[config.mk]
export PLATFORM = sky130hd
export DESIGN_NAME = oracle_query_seq
export DESIGN_NICKNAME = d
export VERILOG_FILES = /design/src/rtl/oracle_query_seq.sv
export SDC_FILE = /design/constraint.sdc
export NUM_CORES = 1
export LEC_CHECK = 0
export BUFFER_PORTS_ARGS = -buffer_cell sky130_fd_sc_hd__buf_2
export CORE_ASPECT_RATIO = 1.1
export CORE_MARGIN = 2
export CORE_UTILIZATION = 50
export DETAILED_ROUTE_END_ITERATION = 8
export HOLD_SLACK_MARGIN = 0.06
export PLACE_DENSITY_LB_ADDON = 0.05
export REMOVE_ABC_BUFFERS = 1
export SETUP_SLACK_MARGIN = 0.02
export SLEW_MARGIN = 10
export SYNTH_ARGS = -nofsm -noshare
export SYNTH_HDL_FRONTEND = slang
export SYNTH_SLANG_ARGS = --single-unit
export TNS_END_PERCENT = 100
[constraint.sdc]
create_clock -name clk -period 3.6 [get_ports clk]
set_clock_uncertainty 0.15 [all_clocks]
set_input_delay 0.54 -clock clk [delete_from_list [all_inputs] [get_ports clk]]
set_output_delay 0.54 -clock clk [all_outputs]
set_load 0.01 [all_outputs]
[src/rtl/oracle_query_seq.sv]
// oracle_query_seq: applies one pattern at a time to a combinational core,
// waits a per-query settle time, captures and optionally checks the response.
module oracle_query_seq #(
  parameter int IN_W  = 36,
  parameter int OUT_W = 7,
  parameter int CNT_W = 16
) (
  input  logic             clk,
  input  logic             rst,
  input  logic             abort,
  input  logic             q_valid,
  output logic             q_ready,
  input  logic [IN_W-1:0]  q_pattern,
  input  logic [OUT_W-1:0] q_expect,
  input  logic             q_check,
  input  logic [3:0]       settle_cycles,
  output logic [IN_W-1:0]  core_in,
  input  logic [OUT_W-1:0] core_out,
  output logic             r_valid,
  input  logic             r_ready,
  output logic [OUT_W-1:0] r_response,
  output logic             r_mismatch,
  output logic             busy,
  output logic [CNT_W-1:0] query_count,
  output logic [CNT_W-1:0] mismatch_count
);
  typedef enum logic [1:0] {IDLE, SETTLE, RESP} state_t;
  state_t           state;
  logic [3:0]       cnt;
  logic [OUT_W-1:0] exp_q;
  logic             check_q;
  assign q_ready = (state == IDLE) & ~rst;
  assign busy    = state != IDLE;
  always_ff @(posedge clk or posedge rst)
    if (rst) begin
      state          <= IDLE;
      cnt            <= '0;
      exp_q          <= '0;
      check_q        <= 1'b0;
      core_in        <= '0;
      r_response     <= '0;
      r_valid        <= 1'b0;
      r_mismatch     <= 1'b0;
      query_count    <= '0;
      mismatch_count <= '0;
    end else if (abort) begin
      state      <= IDLE;
      r_valid    <= 1'b0;
      r_mismatch <= 1'b0;
      core_in    <= '0;
    end else
      case (state)
        IDLE:
          if (q_valid) begin
            core_in <= q_pattern;
            exp_q   <= q_expect;
            check_q <= q_check;
            cnt     <= settle_cycles;
            state   <= SETTLE;
          end
        SETTLE:
          if (cnt != 4'd0) cnt <= cnt - 4'd1;
          else begin
            r_response <= core_out;
            r_mismatch <= check_q & (core_out != exp_q);
            r_valid    <= 1'b1;
            state      <= RESP;
          end
        RESP:
          if (r_ready) begin
            r_valid     <= 1'b0;
            state       <= IDLE;
            query_count <= &query_count ? query_count : query_count + 1'b1;
            if (r_mismatch && !(&mismatch_count)) mismatch_count <= mismatch_count + 1'b1;
          end
        default: state <= IDLE;
      endcase
endmodule

==> results of run 1 <==
## path summary, 6_finish.rpt
kind                                              from                          end  slack [ns]  cells past startpoint
min reg2reg                query_count[11]$_DFFE_PP0P_  query_count[11]$_DFFE_PP0P_        0.35                      1
min in group clk                               q_check          check_q$_DFFE_PP0P_        0.25                      3
max reg2reg                 query_count[0]$_DFFE_PP0P_  query_count[14]$_DFFE_PP0P_        1.49                      5
min                                                rst    r_response[4]$_DFFE_PP0P_        0.15                      2
max                         query_count[0]$_DFFE_PP0P_  query_count[14]$_DFFE_PP0P_        1.49                      5
max in group asynchronous                          rst   query_count[6]$_DFFE_PP0P_        2.44                      3
## power breakdown
| group | total [mW] | internal, mW | switching, mW |
|---|---|---|---|
| sequential | 1.22 | 1.14 | 0.0783 |
| combinational | 0.398 | 0.198 | 0.200 |
| clock | 0.618 | 0.254 | 0.364 |
## routing by layer
metal | vias up | GRT usage
met5 | - | 0
met4 | 0 | 0.0618
met3 | 9 | 0.0569
met2 | 90 | 0.326
met1 | 1482 | 0.281
li1 | 1466 | -
## registers in the layout, summed over array words and instances, names as in the netlist
| signal | cells |
|---|---|
| check_q | 1 |
| cnt | 4 |
| core_in | 36 |
| exp_q | 7 |
| mismatch_count | 16 |
| query_count | 16 |
| r_mismatch | 1 |
| r_response | 7 |
| r_valid | 1 |
| state | 2 |
## metrics by stage
stage	instance area (µm²)	total power, mW	instances	util	hold WS [ns]
2_1_floorplan	3880	1.46	313	-	0.323
3_3_place_gp	4740	1.63	559	0.628	0.329
3_5_place_dp	4740	1.64	559	0.628	0.326
4_1_cts	4920	2.26	575	0.651	0.170
5_1_grt	4920	2.37	575	0.651	0.207
6_report	4920	2.23	575	0.651	0.147
## cells by family after synthesis
logic type	Yosys count
xor gates and xnor gates	33
and+or+nand+nor	100
DFF	91
AOI/OAI and AO/OA	60
adders and majority gates	3
muxes	17
buffers and inverters	21
## cells in the final DEF (no fill, tap or decap), types with 2 or more instances in the layout
master	instances
sky130_fd_sc_hd__dfrtp_1	91
sky130_fd_sc_hd__mux2_2	16
sky130_fd_sc_hd__nor3_1	8
sky130_fd_sc_hd__buf_4	2
sky130_fd_sc_hd__inv_1	8
sky130_fd_sc_hd__clkinv_2	3
sky130_fd_sc_hd__nor3b_1	3
sky130_fd_sc_hd__nand4_1	10
sky130_fd_sc_hd__o21ai_0	7
sky130_fd_sc_hd__nand3_1	11
sky130_fd_sc_hd__buf_2	138
sky130_fd_sc_hd__a22o_1	36
sky130_fd_sc_hd__clkbuf_8	9
sky130_fd_sc_hd__xnor2_1	5
sky130_fd_sc_hd__or4_1	2
sky130_fd_sc_hd__and4_1	3
sky130_fd_sc_hd__o31ai_1	2
sky130_fd_sc_hd__ha_1	3
sky130_fd_sc_hd__xor2_1	28
sky130_fd_sc_hd__nand2b_1	2
sky130_fd_sc_hd__a21oi_1	8
sky130_fd_sc_hd__and4bb_2	2
sky130_fd_sc_hd__nand2_1	18
sky130_fd_sc_hd__nor2_1	19
sky130_fd_sc_hd__nor4_1	10
sky130_fd_sc_hd__clkinv_4	3
## final cells by class
| cell class | instances | area [µm²] | share of cell area |
|---|---|---|---|
| Clock buffer | 9 | 124 | 0.0252 |
| Clock inverter | 7 | 52.6 | 0.0107 |
| Inverter | 9 | 35.0 | 0.00712 |
| Tap cell | 105 | 131 | 0.0267 |
| Timing Repair Buffer | 141 | 726 | 0.147 |
| Sequential cell | 91 | 2280 | 0.463 |
| Multi-Input combinational cell | 213 | 1580 | 0.320 |
==> flow_metrics.tcl, run 1 <==
set metrics [dict create \
    layout-drive-gt1-share 0.391 \
    critPathMaxFanout 5 \
    post_synth_num_cell_types 43 \
    post_synth_xor_area_fraction 0.0734 \
    finalMaxSlewViolations 0 \
    cp.arrival_ns 2.20 \
    placementRows 33 \
    grt_pass1_vias 3011 \
    cts_made_buffers 9 \
    cts.repair.resized 0 \
    drt-initial-drc-count 130 \
    place.port_buffers 138 \
    max-slew-margin-rel 0.486 \
    worst_setup_path_end_kind "flip-flop" \
    period_utilization 0.587 \
    path_cells "ha_1 > nand4_1 > or4_4 > nor2_2 > mux2_1" \
    start_util 0.521 \
    synth_area_per_cell_um2 12.1 \
    antennaDiodeCount 0 \
    first_pass_iters 4 \
    routed_wire_length_per_instance_um 14.8 \
    rsz0062_at_grt "no" \
    postSynth.asyncResetShare 1.00 \
    h_tree_depth_reported_by_cts 3 \
    cts.repair_timing.setup_buffer_count 0 \
    dr_total_vias 3047 \
    die_h_um 97.1 \
    synth_adder_area_share 0.00953 \
    max_slew.worst_pin.slew_ns 0.771 \
    yosys.area_share.simple 0.150 \
    synth_top_area_cell "sky130_fd_sc_hd__dfrtp_1" \
    cpLargestDelayFamily "simple AND/OR/NAND/NOR gates" \
    path_clk_slew_ns 0.09 \
    synth.top_cells.by_count "91 x sky130_fd_sc_hd__dfrtp_1, 36 x sky130_fd_sc_hd__a22o_1, 28 x sky130_fd_sc_hd__xor2_1" \
    clock.fmax_mhz 474 \
    final_nets 528 \
    post-synth-top-area-fraction 0.578 \
    run_status "completed" \
    routedLengthMet1_um 3710 \
    cp_num_buf_inv 0 \
    drc_errors 0 \
    cts_max_path_buffers 2 \
    fraction_of_the_yosys_area_taken_by_sequential_cells 0.578 \
    drv.max_cap_violation_count 0 \
    cts-root-buf "sky130_fd_sc_hd__clkbuf_8" \
    dominantRegCellSynth "sky130_fd_sc_hd__dfrtp_1" \
    final_hold_viol_count 0 \
    post-synth-top-count-cell "sky130_fd_sc_hd__dfrtp_1" \
    critPathSlowestCell "sky130_fd_sc_hd__or4_4" \
    die_area_mm2 0.00860 \
    synthMuxAreaShare 0.0486 \
    count_of_flip_flops_with_a_built_in_enable_after_synthesis 0 \
    critPathKind "reg -> reg" \
    total_leakage_power_nw 2.65 \
    antenna_found_initial 0 \
    clkLatencyLatePin_ns 0.34 \
    max_used_layer "met4" \
    tritoncts "built" \
    io_pins 139 \
    area.growth.synth_to_final_pct 25.0 \
    synth_top_family_by_area "simple AND/OR/NAND/NOR gates" \
    syn_inst 325 \
    cell_types_with_the_largest_area_share_after_synthesis "sky130_fd_sc_hd__dfrtp_1 58%, sky130_fd_sc_hd__a22o_1 8.0%, sky130_fd_sc_hd__xor2_1 6.2%" \
    place_ws_ns 1.36 \
    dp_hpwl_um 6210 \
    postRouteAntennaNets 0 \
    finalSetupViolations 0 \
    detail_route.vias_per_cell 5.30 \
    met2_wirelength_um 4180 \
    design.core.area_mm2 0.00756 \
    grt_max_degree 48 \
    worst_ep_required_time_ns 3.69 \
    detailroute.wirelength.met3_um 558 \
    period_minus_slack_ns 2.11 \
    peakVddDrop_v 0.000279 \
    n_fill_cell 635 \
    critical_path.startpoint_type "flip-flop" \
    synth_cell_area_mm2 0.00394 \
    clock_sinks 91 \
    dieWidth_um 88.6 \
    first_pass_grt_wire_length_um 14300 \
    routabilityCongestion 0.783 \
    wl_um 8530 \
    yosys_warnings 0 \
    hold_path.class "in -> async" \
    power.density_cell_area_mw_per_mm2 454 \
    synth.ff_latch_count 91 \
    groute.usage.overall 0.207 \
    crit_path_max_incr_delay_ns 0.58 \
    hold_buffers 0 \
    timing.setup.tns_ns 0 \
    setup_ws_ns 1.49 \
    grt-ovfl-total 0 \
    complex_gate_fraction_of_the_synthesized_area 0.116 \
]
Note: power is estimated with default switching activity, not from simulation.
==> run 2, diff against run 1 <==
- CORE_UTILIZATION: 50 -> 45
- clock period: 3.6 -> 1.75 ns (I/O delays scaled with it)
==> run 2 against run 1 <==
  * The run now ends with setup timing left
  * Worst setup slack lost 1.6 ns
  * Count of clock-buffer cells in the layout increased by 3
  * Maximum frequency increased by 14%
  * Die area is 11% higher
  * First-iteration DRC count up 7.7%
  * Total power increased by 140%
  * Critical path type unchanged
  * Critical endpoint unchanged
  * Largest power group unchanged
==> flow_metrics.tcl, run 2 (same netlist as run 1, synthesis figures left out) <==
set metrics [dict create \
    max-slew-margin-rel 0.687 \
    die_h_um 102 \
    area_of_the_multi_input_gates_mm2 0.00187 \
    critPathMaxFanout 5 \
    r2r_cells 4 \
    clock_sinks 91 \
    first_pass_iters 4 \
    final-seq-area_mm2 0.00228 \
    cts_made_buffers 9 \
    registers.top_by_ff_count "core_in" \
    hp-start "abort" \
    cts_max_path_buffers 2 \
    postRouteAntennaNets 0 \
    groute.usage.overall 0.228 \
    finalMaxSlewViolations 0 \
    max_slew.worst_pin.slew_ns 0.470 \
    layout.cells.most_common "sky130_fd_sc_hd__buf_2" \
    cpLargestDelayFamily "simple AND/OR/NAND/NOR gates" \
    wl_um 11300 \
    critPathSlowestCell "sky130_fd_sc_hd__or4_4" \
    grt_max_degree 92 \
    crit-reg2reg-capture "query_count[14]$_DFFE_PP0P_" \
    grt_pass1_vias 3646 \
    critical_path.reg2reg.startpoint "state[0]$_DFFE_PP0P_" \
    hold_path.class "in -> reg" \
    die_area_mm2 0.00952 \
    h_tree_depth_reported_by_cts 3 \
    tritoncts "built" \
    routed_wire_length_per_instance_um 15.8 \
    run_status "finished, violations left" \
    period_minus_slack_ns 1.85 \
    worst_ep_required_time_ns 1.84 \
    dp_hpwl_um 6500 \
    final_core_utilization 0.770 \
    start_util 0.466 \
    dr_total_vias 3699 \
    design.core.area_mm2 0.00845 \
    layout_common_cells "138 x sky130_fd_sc_hd__buf_2, 90 x sky130_fd_sc_hd__dfrtp_1, 59 x sky130_fd_sc_hd__buf_4, 56 x sky130_fd_sc_hd__dlygate4sd3_1, 36 x sky130_fd_sc_hd__a22o_1" \
    period_utilization 1.06 \
    crit_path_max_incr_delay_ns 0.56 \
    place_inst 617 \
    cts-root-buf "sky130_fd_sc_hd__clkbuf_8" \
    worst_setup_path_end_kind "flip-flop" \
    layout.cells.non_filler 711 \
    biggestRegsByFlops "core_in (36), mismatch_count (16), query_count (16)" \
    cp_num_buf_inv 0 \
    power.density_cell_area_mw_per_mm2 831 \
    rsz0062_at_grt "yes" \
    largest_register_ffs 36 \
    final_hold_viol_count 0 \
    failing_checks "setup timing" \
    path_clk_slew_ns 0.09 \
    detail_route.vias_per_cell 5.20 \
    peakVddDrop_v 0.000629 \
    drt-initial-drc-count 140 \
    total_leakage_power_nw 3.38 \
    critical_path.startpoint_type "flip-flop" \
    r2r_slack_ns -0.1 \
    dieWidth_um 93.2 \
    path_cells "nand4bb_4 > or4_4 > nor2_4 > mux2_4" \
    placementRows 35 \
    timing.setup.tns_ns -0.262 \
    area.growth.synth_to_final_pct 65.2 \
    finalSetupViolations 6 \
    antenna_found_initial 0 \
    antennaDiodeCount 0 \
    clock.fmax_mhz 541 \
    clkLatencyLatePin_ns 0.35 \
    place.port_buffers 138 \
    drc_errors 0 \
    first_pass_grt_wire_length_um 17000 \
    cp-startpoint "state[0]$_DFFE_PP0P_" \
    grt-ovfl-total 0 \
    place_ws_ns -0.280 \
    n_fill_cell 547 \
    layout-drive-gt1-share 0.495 \
    setup_ws_ns -0.0976 \
    hold-path-cell-count 3 \
    io_pins 139 \
    drv.max_cap_violation_count 0 \
    design_power_total_mw 5.41 \
    routabilityCongestion 0.780 \
    worst_hold_path.endpoint "state[1]$_DFFE_PP0P_" \
    cp.arrival_ns 1.94 \
    final_nets 658 \
    critPathKind "reg -> reg" \
]
-- run 2: changes by cell type in the layout (fill, tap and decap cells not counted), sizes merged --
cell	delta
bufinv	+3
dlygate4sd3	+56
or4	+1
buf	+71
clkinvlp	-1
clkinv	-4
inv	-1
clkbuf	+5
-- run 2: through the flow --
step,instance area (µm²),hold slack [ns]
floorplan,3880,0.176
CTS,6170,0.116
global placement,5170,0.269
global route,6500,0.147
detailed placement,5170,0.274
finish,6500,0.137
-- run 2: power breakdown --
group / internal, mW / switching [mW] / total (mW) / leakage [nW]
Clock: 0.955 / 0.726 / 1.68 / 0.115
Combinational: 0.675 / 0.555 / 1.23 / 2.06
Sequential: 2.34 / 0.152 / 2.50 / 1.21
-- run 2: worst min-delay path: cells and delay by family --
family	cells	cell delay [ns]
buf+inv	2	0.28
compound gates	1	0.05
-- run 2: layout make-up --
cell class | instances | area share
Clock buffer | 12 | 0.0208
Clock inverter | 4 | 0.0152
Inverter | 9 | 0.00539
Multi-Input combinational cell | 214 | 0.288
Sequential cell | 91 | 0.350
Tap cell | 111 | 0.0214
Timing Repair Buffer | 270 | 0.299
-- run 2: worst max path at each step --
stage                                              to  cells past startpoint
after detailed placement           cnt[2]$_DFFE_PP0P_                      6
after floorplan                  exp_q[0]$_DFFE_PP0P_                      2
after global placement             cnt[3]$_DFFE_PP0P_                      6
after CTS                 query_count[14]$_DFFE_PP0P_                      5
after global routing      query_count[14]$_DFFE_PP0P_                      5
final                     query_count[14]$_DFFE_PP0P_                      4
-- run 2: per-layer routing --
layer  global-route usage  part of all wire  vias to the layer above
met2                0.393              0.52                      115
li1                     -                 -                     1745
met4               0.0837             0.022                        0
met5                    0                 0                        -
met3               0.0472             0.047                       21
met1                0.286              0.41                     1818
-- run 2: what timing repair did --
item | CTS | global route
pin swaps | 14 | 20
resized for setup | 39 | 36
hold buffers | 56 | 0
buffers inserted | 5 | 12
hold endpoints to repair | 146 | 0
setup endpoints to repair | 34 | 79
cloned | 1 | 4
==> run 3, diff against run 2 <==
- CORE_ASPECT_RATIO: 1.1 -> 0.7
- REMOVE_ABC_BUFFERS: 1 -> unset
==> run 3 against run 2 <==
  * The run still ends with setup timing left
  * Worst setup slack got worse by 0.0063 ns
  * Sequential power is essentially flat
  * Clock power is 8% higher
  * Largest power group unchanged
==> flow_metrics.tcl, run 3 (same netlist as run 1, synthesis figures left out) <==
set metrics [dict create \
    dp_hpwl_um 7100 \
    antenna_found_initial 0 \
    r2r_slack_ns -0.10 \
    timing.setup.tns_ns -1.90 \
    finalSetupViolations 54 \
    start_util 0.464 \
    area.growth.synth_to_final_pct 73.7 \
    period_utilization 1.06 \
    cts-root-buf "sky130_fd_sc_hd__clkbuf_16" \
    routed_wire_length_per_instance_um 17.3 \
    design.core.area_mm2 0.00848 \
    first_pass_grt_wire_length_um 17600 \
    power.density_cell_area_mw_per_mm2 826 \
    layout-drive-gt1-share 0.526 \
    detail_route.vias_per_cell 5.15 \
    critical_path.startpoint_type "flip-flop" \
    place_inst 629 \
    worst_ep_required_time_ns 1.86 \
    place.port_buffers 138 \
    postRouteAntennaNets 0 \
    run_status "finished, violations left" \
    io_pins 139 \
    groute.usage.overall 0.241 \
    failing_checks "setup timing" \
    drc_errors 0 \
    rsz0062_at_grt "yes" \
    layout_common_cells "137 x sky130_fd_sc_hd__buf_2, 88 x sky130_fd_sc_hd__dfrtp_1, 61 x sky130_fd_sc_hd__buf_4, 53 x sky130_fd_sc_hd__dlygate4sd3_1, 36 x sky130_fd_sc_hd__a22o_1" \
    first_pass_iters 4 \
    cts_max_path_buffers 2 \
    design_power_total_mw 5.65 \
    dr_total_vias 3747 \
    worst_setup_path_end_kind "flip-flop" \
    cts_made_buffers 9 \
    largest_register_ffs 36 \
    clock.fmax_mhz 539 \
    grt_pass1_vias 3681 \
    n_fill_cell 501 \
    hold_path.class "in -> reg" \
    clkLatencyLatePin_ns 0.34 \
    path_clk_slew_ns 0.07 \
    antennaDiodeCount 0 \
    final_hold_viol_count 0 \
    tritoncts "built" \
    dieWidth_um 116 \
    die_area_mm2 0.00953 \
    clock_sinks 91 \
    layout.cells.most_common "sky130_fd_sc_hd__buf_2" \
    period_minus_slack_ns 1.85 \
    placementRows 28 \
    max-slew-margin-rel 0.664 \
    critPathMaxFanout 3 \
    grt-ovfl-total 0 \
    h_tree_depth_reported_by_cts 3 \
    drt-initial-drc-count 182 \
    setup_ws_ns -0.104 \
    total_leakage_power_nw 3.47 \
    cp.arrival_ns 1.96 \
    die_h_um 82.3 \
    drv.max_cap_violation_count 0 \
    critPathKind "reg -> reg" \
    finalMaxSlewViolations 0 \
    final_core_utilization 0.807 \
    routabilityCongestion 0.859 \
    final_nets 666 \
    max_slew.worst_pin.slew_ns 0.504 \
    registers.top_by_ff_count "core_in" \
    layout.cells.non_filler 728 \
    peakVddDrop_v 0.000615 \
    nets_in_the_synthesized_netlist 388 \
    grt_max_degree 55 \
    holdWs_ns 0.0684 \
    biggestRegsByFlops "core_in (36), mismatch_count (16), query_count (16)" \
    wl_um 12600 \
]
==> run 3: timing repair <==
item                                    CTS  global route
gates resized for setup                  33            65
hold endpoints to repair                143             0
setup buffers                            10            12
hold buffers                             53             0
pin swaps                                15            50
cloned                                    1            10
endpoints found under the setup margin   33            87
==> run 3: stage by stage <==
stage / instance area, µm² / setup slack, ns
CTS: 6250 / -0.106
global route: 6840 / -0.197
finish: 6840 / -0.104
global placement: 5240 / -0.149
detailed placement: 5240 / -0.223
floorplan: 3980 / -0.261
==> run 3: power by group <==
group	total (mW)	internal, mW	leakage (nW)	switching [mW]
Sequential	2.50	2.35	1.21	0.148
Clock	1.82	0.998	0.130	0.820
Combinational	1.34	0.735	2.13	0.600
==> run 3: worst paths after layout <==
path / depth (start not counted) / endpoint / startpoint
worst max-delay path: 6 / query_count[15]$_DFFE_PP0P_ / state[1]$_DFFE_PP0P_
worst min-delay path: 3 / cnt[2]$_DFFE_PP0P_ / settle_cycles[2]
worst max register to register: 6 / query_count[15]$_DFFE_PP0P_ / state[1]$_DFFE_PP0P_
worst min register to register: 1 / core_in[24]$_DFFE_PP0P_ / core_in[24]$_DFFE_PP0P_
max in group asynchronous: 4 / mismatch_count[3]$_DFFE_PP0P_ / rst
min in group asynchronous: 4 / r_response[0]$_DFFE_PP0P_ / rst
==> run 3: worst max-delay path, stage by stage (launching register included) <==
cell and delay [ns]:
sky130_fd_sc_hd__dfrtp_1 0.38, sky130_fd_sc_hd__buf_6 0.12, sky130_fd_sc_hd__and4bb_4 0.31, sky130_fd_sc_hd__buf_6 0.12, sky130_fd_sc_hd__nand4_1 0.15, sky130_fd_sc_hd__nor4_2 0.36, sky130_fd_sc_hd__xor2_1 0.18
==> run 3: metal layers <==
metal | vias to the layer above | global-route usage | part of all wire
met4 | 0 | 0.0881 | 0.025
met2 | 126 | 0.392 | 0.48
met5 | - | 0 | 0
met1 | 1841 | 0.316 | 0.44
li1 | 1753 | - | -
met3 | 27 | 0.0591 | 0.055
==> run 3: layout make-up <==
class                      instances  area (µm²)  share of cell area
sequential                        91        2280               0.334
clock inverter                     6        41.3             0.00604
multi-input combinational        214        1990               0.291
inverter                           9        37.5             0.00549
tap                              120         150              0.0220
clock buffer                      10         239              0.0349
timing repair buffer             278        2100               0.308
